`config.mk`:
```
export PLATFORM = sky130hd
export DESIGN_NAME = ppu_write_scheduler
export DESIGN_NICKNAME = d
export VERILOG_FILES = /design/src/rtl/ppu_pkg.sv /design/src/rtl/sync_fifo.sv /design/src/rtl/ppu_write_scheduler.sv
export SDC_FILE = /design/constraint.sdc
export NUM_CORES = 1
export LEC_CHECK = 0
export BUFFER_PORTS_ARGS = -buffer_cell sky130_fd_sc_hd__buf_4
export CAP_MARGIN = 20
export CORE_ASPECT_RATIO = 0.8
export CORE_MARGIN = 4
export CORE_UTILIZATION = 50
export CTS_BUF_LIST = sky130_fd_sc_hd__clkbuf_8 sky130_fd_sc_hd__clkbuf_16
export DETAILED_ROUTE_END_ITERATION = 10
export HOLD_SLACK_MARGIN = 0.1
export PLACE_DENSITY_LB_ADDON = 0.25
export SETUP_SLACK_MARGIN = 0.4
export SYNTH_ARGS = -nofsm -noshare
export SYNTH_HDL_FRONTEND = slang
export SYNTH_SLANG_ARGS = --single-unit
```
`constraint.sdc`:
```
create_clock -name clk -period 9.9 [get_ports clk]
set_clock_uncertainty 0.05 [all_clocks]
set_input_delay 0.99 -clock clk [delete_from_list [all_inputs] [get_ports clk]]
set_output_delay 0.99 -clock clk [all_outputs]
set_load 0.05 [all_outputs]
```
`src/rtl/ppu_pkg.sv`:
```
// rtl/ppu_pkg.sv - shared types and defaults for the PPU write scheduler
package ppu_pkg;

    typedef enum logic [1:0] {
        ST_IDLE  = 2'd0,
        ST_DRAIN = 2'd1,
        ST_DONE  = 2'd2
    } sched_state_e;

    localparam int unsigned        PPU_ADDR_W           = 12;
    localparam int unsigned        PPU_DATA_W           = 32;
    localparam logic [11:0]        IRQ_ACK_ADDR_DEFAULT = 12'hFFF;

    typedef struct packed {
        logic [PPU_ADDR_W-1:0] addr;
        logic [PPU_DATA_W-1:0] data;
    } wr_entry_t;

endpackage

```
`src/rtl/sync_fifo.sv`:
```
// rtl/sync_fifo.sv - single-clock FIFO with registered full/empty/count
module sync_fifo #(
    parameter int DEPTH = 16,
    parameter int WIDTH = 44
) (
    input  logic                     clk,
    input  logic                     reset,
    input  logic                     push_i,
    input  logic [WIDTH-1:0]         wdata_i,
    input  logic                     pop_i,
    output logic [WIDTH-1:0]         rdata_o,
    output logic                     full_o,
    output logic                     empty_o,
    output logic [$clog2(DEPTH):0]   count_o
);

    localparam int PW = $clog2(DEPTH);

    logic [WIDTH-1:0] mem_q [DEPTH];
    logic [PW-1:0]    wr_ptr_q, wr_ptr_d;
    logic [PW-1:0]    rd_ptr_q, rd_ptr_d;
    logic [PW:0]      count_q, count_d;
    logic             push_ok, pop_ok;

    assign full_o  = (count_q == (PW+1)'(DEPTH));
    assign empty_o = (count_q == '0);
    assign count_o = count_q;
    assign rdata_o = mem_q[rd_ptr_q];

    // Full/empty come from registered state, so a pop never frees room for a same-cycle push.
    assign push_ok = push_i && !full_o;
    assign pop_ok  = pop_i && !empty_o;

    always_comb begin
        wr_ptr_d = wr_ptr_q;
        rd_ptr_d = rd_ptr_q;
        count_d  = count_q;
        if (push_ok) begin
            wr_ptr_d = wr_ptr_q + 1'b1;
        end
        if (pop_ok) begin
            rd_ptr_d = rd_ptr_q + 1'b1;
        end
        case ({push_ok, pop_ok})
            2'b10:   count_d = count_q + 1'b1;
            2'b01:   count_d = count_q - 1'b1;
            default: count_d = count_q;
        endcase
    end

    always_ff @(posedge clk or posedge reset) begin
        if (reset) begin
            wr_ptr_q <= '0;
            rd_ptr_q <= '0;
            count_q  <= '0;
        end else begin
            wr_ptr_q <= wr_ptr_d;
            rd_ptr_q <= rd_ptr_d;
            count_q  <= count_d;
        end
    end

    always_ff @(posedge clk) begin
        if (push_ok) begin
            mem_q[wr_ptr_q] <= wdata_i;
        end
    end

endmodule

```
`src/rtl/ppu_write_scheduler.sv`:
```
// rtl/ppu_write_scheduler.sv - queues CPU writes, replays them during vblank, raises frame irq
// Optional drop statistics counter: PPU_WSCHED_DROP_STATS_EN.
module ppu_write_scheduler
    import ppu_pkg::*;
#(
    parameter int                DEPTH        = 16,
    parameter int                ADDR_W       = 12,
    parameter int                DATA_W       = 32,
    parameter logic [ADDR_W-1:0] IRQ_ACK_ADDR = IRQ_ACK_ADDR_DEFAULT[ADDR_W-1:0]
) (
    input  logic                     clk,
    input  logic                     reset,
    input  logic                     chipselect,
    input  logic                     write,
    input  logic [ADDR_W-1:0]        address,
    input  logic [DATA_W-1:0]        write_data,
    input  logic                     vblank,
    output logic                     mem_write,
    output logic [ADDR_W-1:0]        mem_address,
    output logic [DATA_W-1:0]        mem_write_data,
    output logic                     irq,
    output logic [$clog2(DEPTH):0]   fifo_count,
    output logic                     overflow,
    output logic [15:0]              drop_count
);

    localparam int EW = ADDR_W + DATA_W;

    sched_state_e      state_q, state_d;
    logic              vblank_q;
    logic              irq_q, irq_d;
    logic              overflow_q, overflow_d;
    logic              mem_write_q, mem_write_d;
    logic [ADDR_W-1:0] mem_addr_q, mem_addr_d;
    logic [DATA_W-1:0] mem_data_q, mem_data_d;

    logic              wr_req, ack, push_req, push_acc, drop, pop;
    logic              fifo_full, fifo_empty, empty_after;
    logic [EW-1:0]     fifo_rdata;
    logic [$clog2(DEPTH):0] fifo_cnt;

    assign wr_req   = chipselect && write;
    assign ack      = wr_req && (address == IRQ_ACK_ADDR);
    assign push_req = wr_req && (address != IRQ_ACK_ADDR);
    assign push_acc = push_req && !fifo_full;
    assign drop     = push_req && fifo_full;

    sync_fifo #(
        .DEPTH (DEPTH),
        .WIDTH (EW)
    ) u_fifo (
        .clk     (clk),
        .reset   (reset),
        .push_i  (push_req),
        .wdata_i ({address, write_data}),
        .pop_i   (pop),
        .rdata_o (fifo_rdata),
        .full_o  (fifo_full),
        .empty_o (fifo_empty),
        .count_o (fifo_cnt)
    );

    assign empty_after = fifo_empty ||
                         (fifo_cnt == ($clog2(DEPTH)+1)'(1) && pop && !push_acc);

    always_ff @(posedge clk or posedge reset) begin
        if (reset) begin
            state_q <= ST_IDLE;
        end else begin
            state_q <= state_d;
        end
    end

    always_comb begin
        state_d = state_q;
        case (state_q)
            ST_IDLE: begin
                if (vblank && !fifo_empty) state_d = ST_DRAIN;
                else if (vblank)           state_d = ST_DONE;
            end
            ST_DRAIN: begin
                if (!vblank)          state_d = ST_IDLE;
                else if (empty_after) state_d = ST_DONE;
            end
            ST_DONE: begin
                if (!vblank)          state_d = ST_IDLE;
                else if (!fifo_empty) state_d = ST_DRAIN;
            end
            default: state_d = ST_IDLE;
        endcase
    end

    // IDLE/DONE pop on the edge that enters DRAIN so the first strobe follows its push by one cycle.
    always_comb begin
        pop = 1'b0;
        case (state_q)
            ST_DRAIN:         pop = vblank && !fifo_empty;
            ST_IDLE, ST_DONE: pop = vblank && !fifo_empty;
            default:          pop = 1'b0;
        endcase
        mem_write_d = pop;
        mem_addr_d  = pop ? fifo_rdata[EW-1:DATA_W] : mem_addr_q;
        mem_data_d  = pop ? fifo_rdata[DATA_W-1:0]  : mem_data_q;
    end

    always_comb begin
        irq_d      = irq_q;
        overflow_d = overflow_q;
        if (ack)                  irq_d = 1'b0;
        if (vblank && !vblank_q)  irq_d = 1'b1;
        if (ack)                  overflow_d = 1'b0;
        if (drop)                 overflow_d = 1'b1;
    end

    always_ff @(posedge clk or posedge reset) begin
        if (reset) begin
            vblank_q    <= 1'b0;
            irq_q       <= 1'b0;
            overflow_q  <= 1'b0;
            mem_write_q <= 1'b0;
            mem_addr_q  <= '0;
            mem_data_q  <= '0;
        end else begin
            vblank_q    <= vblank;
            irq_q       <= irq_d;
            overflow_q  <= overflow_d;
            mem_write_q <= mem_write_d;
            mem_addr_q  <= mem_addr_d;
            mem_data_q  <= mem_data_d;
        end
    end

`ifdef PPU_WSCHED_DROP_STATS_EN
    logic [15:0] drop_cnt_q, drop_cnt_d;

    always_comb begin
        drop_cnt_d = drop_cnt_q;
        if (ack)                                drop_cnt_d = {15'd0, drop};
        else if (drop && drop_cnt_q != 16'hFFFF) drop_cnt_d = drop_cnt_q + 16'd1;
    end

    always_ff @(posedge clk or posedge reset) begin
        if (reset) begin
            drop_cnt_q <= 16'd0;
        end else begin
            drop_cnt_q <= drop_cnt_d;
        end
    end

    assign drop_count = drop_cnt_q;
`else
    assign drop_count = 16'd0;
`endif

    assign mem_write      = mem_write_q;
    assign mem_address    = mem_addr_q;
    assign mem_write_data = mem_data_q;
    assign irq            = irq_q;
    assign overflow       = overflow_q;
    assign fifo_count     = fifo_cnt;

endmodule

```
After elaboration in Yosys (flattened, before gate mapping)
Memory sizes are Yosys's and may differ from the RTL's. A register that Yosys moved wholly into a read port is not among the register bits.
Index checks and enable logic that the tools add are counted.
{"block": "classes", "add_sub_neg": 4, "n_eq_ne": 11, "mux": 14, "n_reduce_logical": 22}
{"operator": "== test 12 bit (second input constant)", "n": 1}
{"operator": "2-to-1 mux 2 bit", "n": 6}
{"operator": "inequality test 12 bit (second input constant)", "n": 1}
{"operator": "logical AND 1 bit", "n": 10}
{"operator": "one-hot mux 5 bit (2 select lines)", "n": 1}
{"operator": "inequality test 3 bit (second input constant)", "n": 3}
{"operator": "adder 4 x 1 -> 4 bit (second input constant)", "n": 2}
{"operator": "2-to-1 mux 1 bit", "n": 6}
{"operator": "one-hot mux 2 bit (3 select lines)", "n": 1}
{"operator": "nonzero test 2 bit", "n": 3}
{"operator": "adder 5 x 1 -> 5 bit (second input constant)", "n": 1}
{"operator": "== test 5 x 1 -> 1 bit (second input constant)", "n": 1}
{"operator": "== test 5 bit (second input constant)", "n": 1}
{"operator": "logical NOT 5 bit", "n": 1}
{"operator": "subtractor 5 x 1 -> 5 bit (second input constant)", "n": 1}
{"operator": "== test 2 x 1 -> 1 bit (second input constant)", "n": 2}
{"operator": "== test 2 bit (second input constant)", "n": 2}
{"operator": "logical NOT 1 bit", "n": 4}
{"operator": "AND reduction 3 bit", "n": 1}
{"operator": "OR reduction 3 bit", "n": 1}
{"operator": "logical NOT 2 bit", "n": 1}
{"operator": "logical OR 1 bit", "n": 1}
{"block": "totals", "regBits": 19, "ram_bits": 704, "output_inout_bits": 68, "n_memories": 1}
{"name": "u_fifo.mem_q", "depth": 16, "word_bits": 44, "read_ports": 1, "rd_clocked_by_memory_dff": 1, "wr": 1, "line": "sync_fifo.sv:19", "rtl": "logic [WIDTH-1:0] mem_q [DEPTH];"}

Logic depth before layout (Yosys ltp)
{"block": "depth", "word_depth": 10, "depth_mapped": 11, "mapped_depth_nobuf": 10}

Cells and area by module
A second synthesis with hierarchy kept.
{"block": "hier_totals", "cells_unflattened": 1539, "hier_area_um2": 30092.6}
{"module": "sync_fifo", "instances": 1, "cells_each": 1402, "area_each_um2": 27831.7, "seq_area_each_um2": 21465.6}
{"module": "ppu_write_scheduler", "instances": 1, "cells_each": 137, "area_each_um2": 2260.9, "seq_area_each_um2": 1251.2}

Worst setup path before layout
No wires, ideal clock.
{"block": "synth_path", "kind": "register to register", "from": "register u_fifo.count_q[0], in the netlist u_fifo.count_o[0]", "to": "memory u_fifo.mem_q[1][0], enable pin", "setup_time_ps": 570, "arrival_ps": 6392, "required_ps": 9280, "path_slack_ps": 2888, "path_stages_with_launch": 7, "n_path_buf": 0, "synth_period_minus_slack_ps": 7012, "cell_sequence": "dfrtp_1 -> inv_1 -> ha_1 -> a31o_2 -> nor2_1 -> inv_2 -> nor4b_1"}
{"block": "synth_between", "elab_chain_len": 5}
{"item": "start, declared", "line": "sync_fifo.sv:22", "rtl": "logic [PW:0] count_q, count_d;"}
{"item": "start signal, assigned", "line": "sync_fifo.sv:59", "rtl": "count_q <= count_d;"}
{"item": "== test 5 bit", "line": "sync_fifo.sv:25", "rtl": "assign full_o = (count_q == (PW+1)'(DEPTH));"}
{"item": "logical NOT 1 bit", "line": "sync_fifo.sv:31", "rtl": "assign push_ok = push_i && !full_o;"}
{"item": "logical AND 1 bit", "line": "sync_fifo.sv:31"}
{"item": "2-to-1 mux 1 bit", "line": "sync_fifo.sv:64", "rtl": "if (push_ok) begin"}
{"item": "2-to-1 mux 1 bit (not written as such)", "line": "sync_fifo.sv:65", "rtl": "mem_q[wr_ptr_q] <= wdata_i;"}
{"item": "end, declared", "line": "sync_fifo.sv:19"}
Every way passes these cells.

Final worst setup path
{"block": "layout_path", "from": "register u_fifo.count_q[0], in the netlist u_fifo.count_o[0]", "to": "memory u_fifo.mem_q[9][2], enable pin"}
The elaborated chain is that of the path after synthesis.

==> results.cfg <==
[run_status]
outcome = complete, no violations

[flow_run]
max_cap_viol_count = 0

[setup_path]
r2r_setup_slack_ns = 6.22
crit_family = simple AND/OR/NAND/NOR gates
worstSetupStartpointType = flop
reg2reg_to = u_fifo.mem_q[9][2]$_DFFE_PP_
crit_slowest_cell = and2_2
worstSetupPathType = flop to flop
cp.required_ns = 10.07
crit_fanout = 26
end_kind = flop
reg2regPathDepth = 6
arrival_ns = 3.85
slowest_delay_ns = 0.74
path_cells = inv_1 > ha_1 > a31o_2 > nor4b_1 > and2_2 > buf_4
r2r-start = u_fifo.count_o[0]$_DFFE_PP0P_
path_buf_inv = 2

[clocking]
cts_tree = built
clk_pin_slew_worst_paths_ns = 0.06
cts.path.max_buffers = 3
cts_root_buf = clkbuf_16
numCtsBuffers = 73
hold_buffers = 0
cts_sinks = 767
cts_max_level = 3
post_cts_buffers = 0
cts_resized = 0
clock_latency_ns = 0.61

[floorplanning]
coreArea_um2 = 58200
boundaryPins = 117
design.die.area_um2 = 62800
initial_core_util = 0.505
rows = 79
die_x_um = 279
fp.dieH_um = 225

[finish]
utilization = 0.572
diodes = 0
nNetsFinal = 1570
drive_gt1_frac = 0.260
final_cell_mix = 704 x edfxtp_1, 152 x mux4_2, 135 x buf_4
final_area_um2 = 33300
final_common_cell = edfxtp_1
area_growth_pct = 13.3

[detailed_routing]
drtAntennaViolNets = 0
num_vias = 14191
finalWirelength_mm = 64.3
viasPerCell = 6.06
dr.pass1.iters = 5
drc = 0
routedWlPerCell_um = 27.5
drtIter0Drc = 1410

[timing]
fin_crit_sh = 0.372
slew_headroom = 0.277
finalSetupViolations = 0
tns_ns = 0
rsz0062_at_grt = no
whs_ns = 0.383
finalCriticalPeriod_ns = 3.68
report.final.hold_viol_count = 0
fmax_mhz = 272
drv_slew = 0
worstMarginPinSlew_ns = 1.08

[worst_hold_path]
holdPathStages = 1
hp-start = vblank_q$_DFF_PP0_
hp-class = flop to flop
min_to = irq$_DFFE_PP0P_

[power]
max-vdd-ir-drop_mv = 0.228
power_density_nw_per_um2 = 282
p_leak_nw = 11.2

[synth]
synth_seq_area_share = 0.773
synth_top_cell_by_area = edfxtp_1
synthTopCellsByArea = edfxtp_1 72%, mux4_2 12%, dfrtp_1 5.4%
syn_area_per_cell_um2 = 21.3
synthesis.area_um2 = 29400
ys_warn_count = 0
synth_edf_count = 704
synthFlopType = edfxtp_1
syn-instance-count = 1378
synth_seq_cells = 767
async_flop_share = 0.0821
yosysTopAreaCellShare = 0.719
synth.distinct_cells = 43

[placed_design]
portBuffers = 100
gp_congestion = 0.713
postPlaceCellArea_um2 = 31000
hpwlAfterDp_mm = 34.0

[grt]
grt_pass1_vias = 14346
antenna_found_initial = 1
grt_first_pass_wirelength_mm = 95.2
grt-ovfl-total = 0
grt_max_degree = 71
track_usage = 0.206
-- power by group --
group / internal [mW] / switching (mW) / leakage [nW]
registers: 3.82 / 0.322 / 7.08
logic: 1.13 / 1.46 / 2.86
clock network: 1.52 / 1.15 / 1.23
-- worst max path at each step --
| stage | from | endpoint | slack, ns | depth (start not counted) |
|---|---|---|---|---|
| global route | u_fifo.count_o[0]$_DFFE_PP0P_ | u_fifo.mem_q[9][2]$_DFFE_PP_ | 6.11 | 6 |
| CTS | u_fifo.rd_ptr_q[2]$_DFFE_PP0P_ | mem_write_data[27]$_DFFE_PP0N_ | 6.28 | 5 |
| floorplan | u_fifo.count_o[0]$_DFFE_PP0P_ | u_fifo.mem_q[1][0]$_DFFE_PP_ | 2.89 | 6 |
| detailed placement | address[2] | u_fifo.mem_q[9][43]$_DFFE_PP_ | 5.72 | 7 |
| finish | u_fifo.count_o[0]$_DFFE_PP0P_ | u_fifo.mem_q[9][2]$_DFFE_PP_ | 6.22 | 6 |
| global placement | address[2] | u_fifo.mem_q[9][43]$_DFFE_PP_ | 5.81 | 7 |
-- layer usage --
metal	wire length, µm	GRT usage	part of all wire	vias up
li1	-	-	-	5956
met1	28600	0.318	0.45	7570
met2	29400	0.308	0.46	570
met3	4930	0.0415	0.077	93
met4	1310	0.0487	0.020	2
met5	8	0	0.00012	-
-- area by class of cell --
cell class / count / area (µm²)
Timing Repair Buffer: 135 / 1010
Fill cell: 4226 / 24900
Inverter: 10 / 38.8
Sequential cell: 767 / 22700
Multi-Input combinational cell: 524 / 6260
Clock buffer: 80 / 1990
Tap cell: 769 / 962
Clock inverter: 55 / 314
-- cells in the mapped netlist, types with 3 or more instances --
library cell	count
mux4_2	152
buf_1	3
nand2_1	31
nor3_1	3
o22ai_1	44
a22o_1	24
nor4b_1	7
nand3_1	3
ha_1	10
a221oi_1	20
buf_4	21
clkbuf_1	25
nor2_1	24
nand2b_1	3
inv_1	8
mux2i_1	93
and4_1	4
xor2_1	5
and2_1	9
a31oi_1	3
dfrtp_1	63
xnor2_1	6
buf_2	40
nor2b_1	25
nand4_1	4
o31a_1	24
edfxtp_1	704
-- flip-flops by register name, indices dropped and copies added, names as in the netlist, 2 cells and up --
name	cells
mem_address	12
mem_write_data	32
state_q	2
u_fifo.count_o	5
u_fifo.mem_q	704
u_fifo.rd_ptr_q	4
u_fifo.wr_ptr_q	4
-- through the flow --
stage	total power, mW	worst slack (ns)	std cells
2_1_floorplan	6.05	2.89	1393
5_1_grt	9.79	6.11	2340
3_3_place_gp	6.78	5.81	2205
6_report	9.39	6.22	2340
4_1_cts	9.47	6.28	2340
3_5_place_dp	6.82	5.72	2205
-- cell families (layout without fill, tap and decap cells) --
| kind of cell | Yosys count | count (layout) | share of synthesized area |
|---|---|---|---|
| adder cells (fa/ha/maj) | 10 | 10 | 0.00425 |
| buffers and inverters | 102 | 280 | 0.0180 |
| flip-flops | 767 | 767 | 0.773 |
| other | 1 | 16 | 0.000128 |
| XOR/XNOR | 11 | 11 | 0.00328 |
| multiplexers | 246 | 246 | 0.148 |
| AO/OA/AOI/OAI | 125 | 125 | 0.0327 |
| AND/OR/NAND/NOR | 116 | 116 | 0.0207 |
-- worst register-to-register path, delay by kind of cell, from the launching register on --
family / cells / cell delay, ns
AND/OR/NAND/NOR: 2 / 1.46
AO/OA/AOI/OAI: 1 / 0.31
flip-flops: 1 / 0.48
buffers and inverters: 2 / 0.74
adder cells (fa/ha/maj): 1 / 0.26
(Power assumes the default switching activity.)
